===== src/rtl/id_ex_stage.sv =====
// id_ex_stage: ID/EX pipeline register with stall/flush and halt drain sequencer; define ID_EX_PERF_EN for issue/bubble counters.
module id_ex_stage #(
    parameter int DATA_W       = 32,
    parameter int DRAIN_CYCLES = 3
) (
    input  logic              clk,
    input  logic              rst_n,
    input  logic              stall,
    input  logic              flush,
    input  logic              id_valid,
    input  logic [DATA_W-1:0] id_pc,
    input  logic [DATA_W-1:0] id_rd1,
    input  logic [DATA_W-1:0] id_rd2,
    input  logic [DATA_W-1:0] id_imm,
    input  logic [4:0]        id_rs1,
    input  logic [4:0]        id_rs2,
    input  logic [4:0]        id_rd,
    input  logic [2:0]        id_funct3,
    input  logic [6:0]        id_funct7,
    input  logic              id_alu_src,
    input  logic              id_mem_to_reg,
    input  logic              id_reg_write,
    input  logic              id_mem_read,
    input  logic              id_mem_write,
    input  logic              id_branch,
    input  logic              id_halt,
    input  logic [2:0]        id_alu_op,
    input  logic [1:0]        id_jal_type,
    output logic              ex_valid,
    output logic [DATA_W-1:0] ex_pc,
    output logic [DATA_W-1:0] ex_rd1,
    output logic [DATA_W-1:0] ex_rd2,
    output logic [DATA_W-1:0] ex_imm,
    output logic [4:0]        ex_rs1,
    output logic [4:0]        ex_rs2,
    output logic [4:0]        ex_rd,
    output logic [2:0]        ex_funct3,
    output logic [6:0]        ex_funct7,
    output logic              ex_alu_src,
    output logic              ex_mem_to_reg,
    output logic              ex_reg_write,
    output logic              ex_mem_read,
    output logic              ex_mem_write,
    output logic              ex_branch,
    output logic              ex_halt,
    output logic [2:0]        ex_alu_op,
    output logic [1:0]        ex_jal_type,
    output logic              frontend_hold,
    output logic              halted
`ifdef ID_EX_PERF_EN
    ,
    output logic [31:0]       perf_issue_cnt,
    output logic [31:0]       perf_bubble_cnt
`endif
);
    localparam int CW = $clog2(DRAIN_CYCLES + 1);

    typedef enum logic [1:0] {RUN, DRAIN, HALTED} state_t;

    typedef struct packed {
        logic       alu_src;
        logic       mem_to_reg;
        logic       reg_write;
        logic       mem_read;
        logic       mem_write;
        logic       branch;
        logic       halt;
        logic [2:0] alu_op;
        logic [1:0] jal_type;
    } ctrl_t;

    typedef struct packed {
        logic [DATA_W-1:0] pc;
        logic [DATA_W-1:0] rd1;
        logic [DATA_W-1:0] rd2;
        logic [DATA_W-1:0] imm;
        logic [4:0]        rs1;
        logic [4:0]        rs2;
        logic [4:0]        rd;
        logic [2:0]        funct3;
        logic [6:0]        funct7;
    } data_t;

    state_t        state_q, state_d;
    logic [CW-1:0] cnt_q, cnt_d;
    logic          valid_q, valid_d;
    ctrl_t         ctrl_q, ctrl_d, id_ctrl;
    data_t         data_q, data_d, id_data;
    logic          load, bubble, capture;

    always_comb begin
        id_ctrl = {id_alu_src, id_mem_to_reg, id_reg_write, id_mem_read, id_mem_write,
                   id_branch, id_halt, id_alu_op, id_jal_type};
        id_data = {id_pc, id_rd1, id_rd2, id_imm, id_rs1, id_rs2, id_rd, id_funct3, id_funct7};
        load    = state_q == RUN && !flush && !stall;
        bubble  = state_q != RUN || flush;
        capture = load && id_valid && id_halt;
        valid_d = bubble ? 1'b0 : stall ? valid_q : id_valid;
        ctrl_d  = bubble ? '0 : stall ? ctrl_q : id_valid ? id_ctrl : '0;
        data_d  = load ? id_data : data_q;
        state_d = capture ? DRAIN : (state_q == DRAIN && cnt_q == '0) ? HALTED : state_q;
        cnt_d   = capture ? CW'(DRAIN_CYCLES - 1)
                : (state_q == DRAIN && cnt_q != '0) ? cnt_q - CW'(1) : cnt_q;
    end

    always_ff @(posedge clk or negedge rst_n) begin
        if (!rst_n) begin
            state_q <= RUN;
            cnt_q   <= '0;
            valid_q <= 1'b0;
            ctrl_q  <= '0;
            data_q  <= '0;
        end else begin
            state_q <= state_d;
            cnt_q   <= cnt_d;
            valid_q <= valid_d;
            ctrl_q  <= ctrl_d;
            data_q  <= data_d;
        end
    end

    assign ex_valid = valid_q;
    assign {ex_alu_src, ex_mem_to_reg, ex_reg_write, ex_mem_read, ex_mem_write,
            ex_branch, ex_halt, ex_alu_op, ex_jal_type} = ctrl_q;
    assign {ex_pc, ex_rd1, ex_rd2, ex_imm, ex_rs1, ex_rs2, ex_rd, ex_funct3, ex_funct7} = data_q;
    assign frontend_hold = state_q != RUN;
    assign halted        = state_q == HALTED;

`ifdef ID_EX_PERF_EN
    logic [31:0] issue_q, issue_d, bub_q, bub_d;

    always_comb begin
        issue_d = (load && id_valid && issue_q != '1) ? issue_q + 32'd1 : issue_q;
        bub_d   = (state_q == RUN && (flush || (!stall && !id_valid)) && bub_q != '1)
                ? bub_q + 32'd1 : bub_q;
    end

    always_ff @(posedge clk or negedge rst_n) begin
        if (!rst_n) begin
            issue_q <= '0;
            bub_q   <= '0;
        end else begin
            issue_q <= issue_d;
            bub_q   <= bub_d;
        end
    end

    assign perf_issue_cnt  = issue_q;
    assign perf_bubble_cnt = bub_q;
`endif
endmodule


===== config.mk =====
export PLATFORM = sky130hd
export DESIGN_NAME = id_ex_stage
export DESIGN_NICKNAME = d
export VERILOG_FILES = /design/src/rtl/id_ex_stage.sv
export SDC_FILE = /design/constraint.sdc
export NUM_CORES = 1
export LEC_CHECK = 0
export BUFFER_PORTS_ARGS = -buffer_cell sky130_fd_sc_hd__buf_2
export CAP_MARGIN = 20
export CORE_AREA = 4 4 129 131
export DETAILED_ROUTE_END_ITERATION = 6
export DIE_AREA = 0 0 133 135
export PLACE_DENSITY_LB_ADDON = 0.3
export SLEW_MARGIN = 20
export SYNTH_ARGS = -nofsm -noshare
export SYNTH_HDL_FRONTEND = slang
export SYNTH_SLANG_ARGS = --single-unit

===== constraint.sdc =====
create_clock -name clk -period 1.8 [get_ports clk]
set_input_delay 0.09 -clock clk [delete_from_list [all_inputs] [get_ports clk]]
set_output_delay 0.09 -clock clk [all_outputs]
set_load 0.01 [all_outputs]

* Yosys cells after proc, flatten, opt, wreduce, memory -nomap -nowiden
Cells that the tools add are included.
Widths: inputs -> output; s select.
** Word-level totals
- Register bits after elaboration :: 170
- Input bits :: 170
- Output and inout port bits :: 168
- Logic and storage cells :: 49
** Cells by class
- Add/sub/neg operators :: 1
- Equal/unequal tests :: 3
- Muxes and demuxes :: 9
- Reduce and logical (&&, ||, !) cells :: 15
** Operators by type and width (number)
- $mux 12 :: 3
- $mux 2 :: 4
- $reduce_bool 2->1 :: 4
- $logic_and 1x1->1 :: 6
- $logic_not 2->1 :: 2
- $eq 2x1->1 const B :: 1
- $eq 2x2->1 const B :: 1
- $logic_not 1->1 :: 2
- $mux 1 :: 2
- $ne 2x1->1 const B :: 1
- $sub 2x1->2 const B :: 1
- $logic_or 1x1->1 :: 1

* Longest topological paths before layout
Gate-level depths: netlist of the first run.
- Word-level depth :: 6
- Gate-level depth with buffers :: 5
- Depth with buffers taken out :: 5

* Worst setup path after synthesis of the first run
No wires, ideal clock.
- Kind :: register to register
- Start point :: register state_q[1]
- End point :: register data_q (netlist bit ex_funct3[0])
- Arrival :: 1.367 ns
- Slack :: 0.308 ns
- Cell stages (with the launch flop) :: 5
- Path buffers :: 2
- Period minus slack after synthesis :: 1.492 ns
- Cells stage by stage :: dfrtp_1 -> nor4_4 -> buf_6 -> clkbuf_8 -> mux2_2
** On the way
- Word-level cells in the longest chain between the ends :: 3
** RTL lines
- start: declaration :: RTL line 84 : state_t state_q, state_d;
- start signal: assignment :: RTL line 114 : state_q <= state_d;
- $logic_not 2->1 :: RTL line 95 : load = state_q == RUN && !flush && !stall;
- $logic_and 1x1->1 (2 in series) :: RTL line 95
- end signal: assignment :: RTL line 118 : data_q <= data_d;
- end: declaration :: RTL line 88 : data_t data_q, data_d, id_data;
No other way between the ends.
A chain may end at the register's enable or synchronous reset.

* Final worst setup path of the first run
- Start point :: register state_q[0]
- End point :: register data_q (netlist bit ex_imm[5])
The elaborated chain is that of the path after synthesis.

==> impl_metrics.tcl, run 1 <==
set metrics [dict create \
    status "finished clean" \
    synthesis.area_mm2 0.00647 \
    row_count 46 \
    place_worst_setup_slack_ns 0.153 \
    synthMostInstantiatedCell "dfrtp_1" \
    yosysWarnings 0 \
    fmax_mhz 595 \
    setup_viol 0 \
    clock-skew-final_ns 0.0117 \
    clk_pin_slew_ns 0.07 \
    cts_setup_buffers 0 \
    synth_edf_count 0 \
    cp-end-kind "register" \
    highest-signal-layer "met4" \
    vdd_drop_max_mv 0.775 \
    cp.buffers_inverters 2 \
    clkLatencyLatePin_ns 0.42 \
    avgSynthCellArea_um2 17.3 \
    routabilityCongestion 0.803 \
    p_leak_nw 5.35 \
    setup_tns_ns 0 \
    grt_pass1_wl_um 30800 \
    crit_type "register to register" \
    cts.sinks 170 \
    critPathMaxStageDelay_ns 0.47 \
    synth_commonest_cells "dfrtp_1 (170), mux2_2 (153), a22o_2 (11)" \
    cts_root_buf "clkbuf_16" \
    dr_wl_met2_um 10700 \
    synth-main-ff-cell "dfrtp_1" \
    design.core.area_mm2 0.0156 \
    hp-class "primary input to register" \
    hold_ws_ns 0.169 \
    portBuffers 337 \
    die_w_um 133 \
    grt_pass1_vias 5925 \
    wire_per_inst_um 17.5 \
    drt_first_pass_iters 4 \
    die_h_um 135 \
    critPathLaunchType "register" \
    path_cells "nor4_4, buf_4, buf_12, mux2_2" \
    crit_slowest_cell "dfrtp_1" \
    r2r_slack_ns 0.12 \
    worstPathRequired_ns 2.10 \
    ys_types 23 \
    ys_top_cells_by_area "dfrtp_1 (66%), mux2_2 (27%), clkbuf_8 (1.9%)" \
    drive_gt1_share_pct 60.8 \
    clockBufferDepth 2 \
    min_period_ns 1.68 \
    relSlewSlack_pct 69.2 \
    grt_max_degree 64 \
    cts_tree "yes" \
    synth_area_leader_cell "dfrtp_1" \
    dp_hpwl_um 12500 \
    drt_iter0_drc 186 \
    final_max_slew_viol_count 0 \
    cts_buffers 17 \
    cts-resized-gates 0 \
    ys_seq_elements 170 \
    ant_nets 0 \
    setup_slack_ns 0.120 \
    antenna_found_initial 0 \
    grt_util_all_layers_pct 21.7 \
    netlist.area_leader.share_pct 65.7 \
    hold_viol 0 \
    syn_inst 374 \
    syn_to_final_growth_pct 64.4 \
    maxCapViolCount 0 \
    powerDensity_mw_per_mm2 1440 \
    grt_overflow 0 \
    wirelength_met1_um 6960 \
    vias_per_cell 4.60 \
    rsz0062_at_grt "no" \
    worst_pin_slew_ns 0.462 \
    drc_errors 0 \
    finalNetCount 1060 \
    cpLargestDelayFamily "flip-flops" \
    wl_um 19500 \
    period_share_pct 93.4 \
    fillers 1059 \
    antenna_cells 0 \
    initial_core_util_pct 41.5 \
    synth_nets 545 \
    crit_arrival_ns 1.98 \
    dr_wl_met3_um 1270 \
    via_count 5134 \
    dieArea_mm2 0.0180 \
    io_pins 338 \
    h-tree-depth 4 \
    synthArstFlopShare_pct 100 \
    ctsHoldBuffers 167 \
    seq_area_frac_synth_pct 65.7 \
    power.total_mw 15.3 \
    cp_max_fo 35 \
]
[cell families after synthesis]
family                     synth area share (%)
AOI/OAI and AO/OA                          2.22
xor gates and xnor gates                  0.135
adders and majority gates                 0.193
buffers and inverters                      3.79
DFF                                        65.7
muxes                                      26.6
and+or+nand+nor                            1.33
[cell usage in the layout, fill, tap and decap left out, types with 2 or more instances in the layout]
| cell type | count |
|---|---|
| buf_2 | 336 |
| dfrtp_1 | 170 |
| dlygate4sd3_1 | 167 |
| mux2_2 | 153 |
| clkbuf_16 | 17 |
| a22o_2 | 11 |
| buf_12 | 6 |
| buf_4 | 5 |
| nand2_1 | 4 |
| clkinv_4 | 4 |
| inv_1 | 3 |
| clkbuf_8 | 3 |
| bufinv_16 | 3 |
| clkinv_2 | 2 |
[through the flow]
stage | area [um2] | util, % | instances
final | 10600 | 68.2 | 1117
after global routing | 10600 | 68.2 | 1117
after CTS | 10600 | 68.2 | 1117
after detailed placement | 8360 | 53.6 | 919
after global placement | 8360 | 53.6 | 919
after floorplan | 6470 | - | 374
[final cells by class]
| cell class | count | area (um2) | share of cell area (%) |
|---|---|---|---|
| sequential | 170 | 4250 | 40.0 |
| timing repair buffer | 515 | 3520 | 33.1 |
| multi-input combinational | 182 | 1970 | 18.5 |
| clock buffer | 21 | 470 | 4.42 |
| tap | 216 | 270 | 2.54 |
| clock inverter | 10 | 143 | 1.34 |
| inverter | 3 | 11.3 | 0.106 |
[final timing paths]
path,startpoint,to,depth (start not counted)
setup / recovery,state_q[0]$_DFFE_PN0P_,ex_imm[5]$_DFFE_PN0P_,4
hold / removal,flush,ex_halt$_DFFE_PN0P_,5
setup reg to reg,state_q[0]$_DFFE_PN0P_,ex_imm[5]$_DFFE_PN0P_,4
hold reg to reg,ex_halt$_DFFE_PN0P_,ex_halt$_DFFE_PN0P_,2
max in group asynchronous,rst_n,ex_rd1[2]$_DFFE_PN0P_,3
min in group asynchronous,rst_n,ex_rd2[23]$_DFFE_PN0P_,2
[metal layers]
| layer | global-route usage [%] | vias up |
|---|---|---|
| met5 | 0 | - |
| met4 | 8.20 | 0 |
| met3 | 6.74 | 50 |
| met2 | 41.0 | 208 |
| met1 | 22.5 | 2522 |
| li1 | - | 2354 |
[power breakdown]
group / total, mW / internal (mW) / switching, mW / leakage, nW
logic: 5.16 / 2.77 / 2.39 / 2.93
clock network: 3.76 / 2.29 / 1.47 / 0.299
registers: 6.36 / 5.48 / 0.880 / 2.12
total: 15.3 / 10.5 / 4.74 / 5.35
[worst min-delay path: cells and delay by family]
family	cells	cell delay (ns)
buffers and inverters	2	0.30
AND/OR/NAND/NOR	3	0.16
No activity file was read; power rests on OpenSTA's default activity.
==> run 2: changes to the inputs <==
--- a/config.mk
+++ b/config.mk
@@ -7,9 +7,9 @@
 export LEC_CHECK = 0
 export BUFFER_PORTS_ARGS = -buffer_cell sky130_fd_sc_hd__buf_2
 export CAP_MARGIN = 20
-export CORE_AREA = 4 4 129 131
+export CORE_MARGIN = 4
+export CORE_UTILIZATION = 30
 export DETAILED_ROUTE_END_ITERATION = 6
-export DIE_AREA = 0 0 133 135
 export PLACE_DENSITY_LB_ADDON = 0.3
 export SLEW_MARGIN = 20
 export SYNTH_ARGS = -nofsm -noshare
==> constraint.sdc (replaced) <==
create_clock -name clk -period 1.95 [get_ports clk]
set_input_delay 0.0975 -clock clk [delete_from_list [all_inputs] [get_ports clk]]
set_output_delay 0.0975 -clock clk [all_outputs]
set_load 0.01 [all_outputs]
==> run 2 against run 1 <==
Against the previous run: clock power decreased by 8.8%; critical path depth unchanged; combinational power decreased by 7.9%; register-to-register slack improved by 0.07 ns; critical endpoint is now ex_rs2[4]$_DFFE_PN0P_; design area increased by 1.0%; routed wire length decreased by 4.0%.
==> impl_metrics.tcl, run 2 (synthesis results as in run 1) <==
set metrics [dict create \
    vias_per_cell 4.26 \
    p_leak_nw 5.37 \
    clock-skew-final_ns 0.00899 \
    cp_max_fo 37 \
    worstPathRequired_ns 2.25 \
    dieArea_mm2 0.0240 \
    hold_viol 0 \
    dp_hpwl_um 12900 \
    relSlewSlack_pct 67.3 \
    place_worst_setup_slack_ns 0.193 \
    design.core.area_mm2 0.0212 \
    power.total_mw 14.0 \
    status "finished clean" \
    io_pins 338 \
    seqPwrFrac_pct 41.5 \
    setup_tns_ns 0 \
    worst_pin_slew_ns 0.490 \
    grt_pass1_wl_um 30300 \
    via_count 5032 \
    cp-end-kind "register" \
    grt_util_all_layers_pct 15.7 \
    portBuffers 337 \
    power_switching_mw 4.50 \
    clkLatencyLatePin_ns 0.42 \
    setup_viol 0 \
    rsz0062_at_grt "no" \
    drt_iter0_drc 143 \
    wire_per_inst_um 15.9 \
    ant_nets 0 \
    fin_area_mm2 0.0108 \
    clk_pin_slew_ns 0.07 \
    initial_core_util_pct 30.6 \
    grt.busiest_layer "met2" \
    use_met2_pct 27.3 \
    fillers 1816 \
    setup_slack_ns 0.185 \
    critPathLaunchType "register" \
    crit_arrival_ns 2.07 \
    finalNetCount 1064 \
    fmax_mhz 567 \
    final_util_pct 50.8 \
    drc_errors 0 \
    pwr-share-clk_pct 24.5 \
    crit_type "register to register" \
    swShare_pct 32.2 \
    use_met1_pct 18.4 \
    drt_first_pass_iters 5 \
    cts.sinks 170 \
    h-tree-depth 4 \
    grt_overflow 0 \
    period_share_pct 90.5 \
    final_common_cell "buf_2" \
    powerDensity_mw_per_mm2 1300 \
    row_count 53 \
    maxCapViolCount 0 \
    grt_pass1_vias 5703 \
    min_period_ns 1.76 \
    antenna_cells 0 \
    p_int_mw 9.48 \
    wl_um 18700 \
    antenna_found_initial 0 \
    syn_to_final_growth_pct 66.1 \
    use_met3_pct 5.65 \
    cts_root_buf "clkbuf_16" \
    die_w_um 155 \
    grt_max_degree 51 \
    hp-class "primary input to register" \
    drive_gt1_share_pct 61.3 \
    cts_tree "yes" \
    vdd_drop_max_mv 0.594 \
    routabilityCongestion 0.743 \
    placed_area_mm2 0.00850 \
    comb_power_share_pct 33.9 \
    final_cell_mix "buf_2 (336), dfrtp_1 (170), dlygate4sd3_1 (166), mux2_2 (153), clkbuf_16 (17)" \
    clockBufferDepth 2 \
    final_max_slew_viol_count 0 \
    die_h_um 155 \
    cts_buffers 17 \
]
==> run 2: cell types whose count changed in the layout (fill, tap and decap cells not counted), sizes merged, moves of 2 or more <==
cell    previous run  this run
clkinv             6         2
clkbuf            21        18
inv                3        12
buf              348       353
bufinv             3         1
==> run 2: metal layers <==
layer / wire (um) / vias up
li1: - / 2371
met1: 7410 / 2434
met2: 9510 / 206
met3: 1520 / 21
met4: 303 / 0
met5: 0 / -
==> run 2: area by class of cell <==
| type | count | area (um2) | share of cell area (%) |
|---|---|---|---|
| multi-input cells | 182 | 1970 | 18.4 |
| clock buffers | 18 | 439 | 4.08 |
| repair buffers | 519 | 3570 | 33.2 |
| well taps | 275 | 344 | 3.20 |
| inverters | 3 | 11.3 | 0.105 |
| clock inverters | 14 | 155 | 1.44 |
| flip-flops and latches | 170 | 4250 | 39.6 |
==> run 2: timing repair <==
item                                    4_1_cts  5_1_grt
endpoints found under the hold margin       212        0
hold buffers                                166        0
setup buffers                                 0        0
resized for setup                             0        0
endpoints found under the setup margin        0        0
==> run 2: stage by stage <==
step / hold slack (ns) / cells
after floorplan: -0.198 / 374
after global placement: 0.0889 / 983
after detailed placement: 0.0879 / 983
after CTS: 0.0130 / 1181
after global routing: 0.0228 / 1181
final: 0.0232 / 1181
==> run 2: worst max-delay path, cell delays in order, from the launching register on <==
cell and delay [ns]:
dfrtp_1 0.45, nor4_4 0.28, buf_12 0.25, buf_12 0.24, mux2_2 0.37
==> run 2: power by group through the flow <==
stage          Combinational, mW  Sequential [mW]  Clock, mW
2_1_floorplan               1.54             6.57          0
3_3_place_gp                4.45             5.80          0
3_5_place_dp                4.54             5.84          0
4_1_cts                     4.81             5.80       3.54
5_1_grt                     5.16             6.02       3.70
6_report                    4.75             5.81       3.43
==> run 2: path summary, 6_finish.rpt <==
check / cells past startpoint / slack, ns / start / endpoint
setup / recovery: 4 / 0.19 / state_q[1]$_DFFE_PN0P_ / ex_rs2[4]$_DFFE_PN0P_
hold / removal: 3 / 0.02 / id_valid / ex_halt$_DFFE_PN0P_
setup reg to reg: 4 / 0.19 / state_q[1]$_DFFE_PN0P_ / ex_rs2[4]$_DFFE_PN0P_
hold reg to reg: 2 / 0.48 / ex_halt$_DFFE_PN0P_ / ex_halt$_DFFE_PN0P_
max in group asynchronous: 3 / 1.11 / rst_n / state_q[0]$_DFFE_PN0P_
min in group asynchronous: 2 / 0.19 / rst_n / ex_imm[22]$_DFFE_PN0P_
==> run 3: changes to the inputs <==
--- a/config.mk
+++ b/config.mk
@@ -10,7 +10,7 @@
 export CORE_MARGIN = 4
 export CORE_UTILIZATION = 30
 export DETAILED_ROUTE_END_ITERATION = 6
-export PLACE_DENSITY_LB_ADDON = 0.3
+export PLACE_DENSITY = 0.54
 export SLEW_MARGIN = 20
 export SYNTH_ARGS = -nofsm -noshare
 export SYNTH_HDL_FRONTEND = slang
==> run 3 against run 2 <==
Against the previous run: power shrank 0.28%; combinational power shrank 1%; cell count shrank 0.42%; routed wire length shrank 2.0%; utilization shrank 0.27 points; first-iteration DRC count grew 22%; via count grew 0.79%; clock skew grew 0.0021 ns; die area is the same; non-clock buffer count shrank 3; critical path depth shrank 1; critical endpoint is now ex_rd2[0]$_DFFE_PN0P_.
==> impl_metrics.tcl, run 3 (synthesis results as in run 1) <==
set metrics [dict create \
    hp-class "primary input to asynchronous set/reset pin" \
    setup_viol 0 \
    syn_to_final_growth_pct 65.2 \
    die_h_um 155 \
    cts.sinks 170 \
    vias_per_cell 4.31 \
    cts_tree "yes" \
    clkLatencyLatePin_ns 0.41 \
    worst_pin_slew_ns 0.497 \
    maxCapViolCount 0 \
    setup_tns_ns 0 \
    grt_overflow 0 \
    antenna_cells 0 \
    grt_pass1_wl_um 29100 \
    antenna_found_initial 0 \
    wl_um 18400 \
    min_period_ns 1.79 \
    powerDensity_mw_per_mm2 1300 \
    grt_util_all_layers_pct 15.1 \
    vdd_drop_max_mv 0.685 \
    instances_no_fill 1176 \
    critPathLaunchType "register" \
    die_w_um 155 \
    cts-resized-gates 0 \
    rsz0062_at_grt "no" \
    portBuffers 337 \
    fin_area_mm2 0.0107 \
    cts_buffers 17 \
    p_leak_nw 5.33 \
    p_int_mw 9.63 \
    cts_root_buf "clkbuf_16" \
    fmax_mhz 559 \
    drc_errors 0 \
    clk_pin_slew_ns 0.07 \
    crit_type "register to register" \
    swShare_pct 31.0 \
    finalNetCount 1061 \
    comb_power_share_pct 33.7 \
    cpLargestDelayFamily "flip-flops" \
    cp-end-kind "register" \
    clockBufferDepth 2 \
    row_count 53 \
    hold_viol 0 \
    routabilityCongestion 0.775 \
    place_inst 979 \
    drt_first_pass_iters 4 \
    setup_slack_ns 0.160 \
    period_share_pct 91.8 \
    dp_hpwl_um 12600 \
    worstPathRequired_ns 2.24 \
    cp.buffers_inverters 1 \
    dieArea_mm2 0.0240 \
    drive_gt1_share_pct 60.8 \
    path_cells "nor4_4, buf_12, mux2_2" \
    design.core.area_mm2 0.0212 \
    io_pins 338 \
    relSlewSlack_pct 66.9 \
    crit_slowest_cell "dfrtp_1" \
    grt_pass1_vias 5613 \
    place_worst_setup_slack_ns 0.204 \
    drt_iter0_drc 174 \
    final_max_slew_viol_count 0 \
    critPathMaxStageDelay_ns 0.47 \
    clock-skew-final_ns 0.0111 \
    final_cell_mix "buf_2 (336), dfrtp_1 (170), dlygate4sd3_1 (167), mux2_2 (153), clkbuf_16 (17)" \
    fillers 1812 \
    ant_nets 0 \
    crit_arrival_ns 2.08 \
    cp_max_fo 81 \
    power.total_mw 13.9 \
    placed_area_mm2 0.00843 \
    h-tree-depth 4 \
    seqPwrFrac_pct 41.7 \
    power_switching_mw 4.32 \
    via_count 5072 \
    initial_core_util_pct 30.6 \
    final_common_cell "buf_2" \
    wire_per_inst_um 15.6 \
    grt_max_degree 82 \
    pwr-share-clk_pct 24.6 \
    status "finished clean" \
]
==> run 3: path summary, 6_finish.rpt <==
path	start	endpoint	slack, ns	depth (start not counted)
worst max-delay path	state_q[1]$_DFFE_PN0P_	ex_rd2[0]$_DFFE_PN0P_	0.16	3
worst min-delay path	rst_n	ex_rd2[16]$_DFFE_PN0P_	0.19	2
worst max register to register	state_q[1]$_DFFE_PN0P_	ex_rd2[0]$_DFFE_PN0P_	0.16	3
worst min register to register	ex_halt$_DFFE_PN0P_	ex_halt$_DFFE_PN0P_	0.48	2
max in group asynchronous	rst_n	ex_pc[31]$_DFFE_PN0P_	1.10	3
min in group clk	flush	ex_halt$_DFFE_PN0P_	0.21	5
==> run 3: area by class of cell <==
class	instances	area (um2)	share of cell area, %
clock buffers	18	429	4.01
flip-flops and latches	170	4250	39.8
multi-input cells	182	1970	18.5
clock inverters	12	165	1.54
repair buffers	516	3520	32.9
well taps	275	344	3.22
inverters	3	11.3	0.105
==> run 3: power groups by stage <==
| stage | sequential (mW) | combinational, mW | clock [mW] |
|---|---|---|---|
| 2_1_floorplan | 6.57 | 1.54 | 0 |
| 3_3_place_gp | 5.80 | 4.40 | 0 |
| 3_5_place_dp | 5.86 | 4.50 | 0 |
| 4_1_cts | 5.82 | 4.75 | 3.54 |
| 5_1_grt | 6.03 | 5.09 | 3.71 |
| 6_report | 5.82 | 4.69 | 3.43 |
==> run 3: routing by layer <==
layer	vias to the layer above	GRT usage (%)	wire length (um)
li1	2355	-	-
met1	2472	17.2	7210
met2	218	26.6	9380
met3	27	5.45	1420
met4	0	4.92	362
met5	-	0	0
==> run 3: repair_timing <==
item | 4_1_cts | 5_1_grt
hold buffers | 167 | 0
setup buffers | 0 | 0
endpoints found under the hold margin | 226 | 0
==> run 3: per-stage QoR <==
| step | utilization [%] | hold slack (ns) |
|---|---|---|
| 3_3_place_gp | 39.8 | 0.0615 |
| 6_report | 50.6 | 0.192 |
| 4_1_cts | 50.6 | 0.180 |
| 2_1_floorplan | - | -0.198 |
| 3_5_place_dp | 39.8 | 0.0661 |
| 5_1_grt | 50.6 | 0.206 |
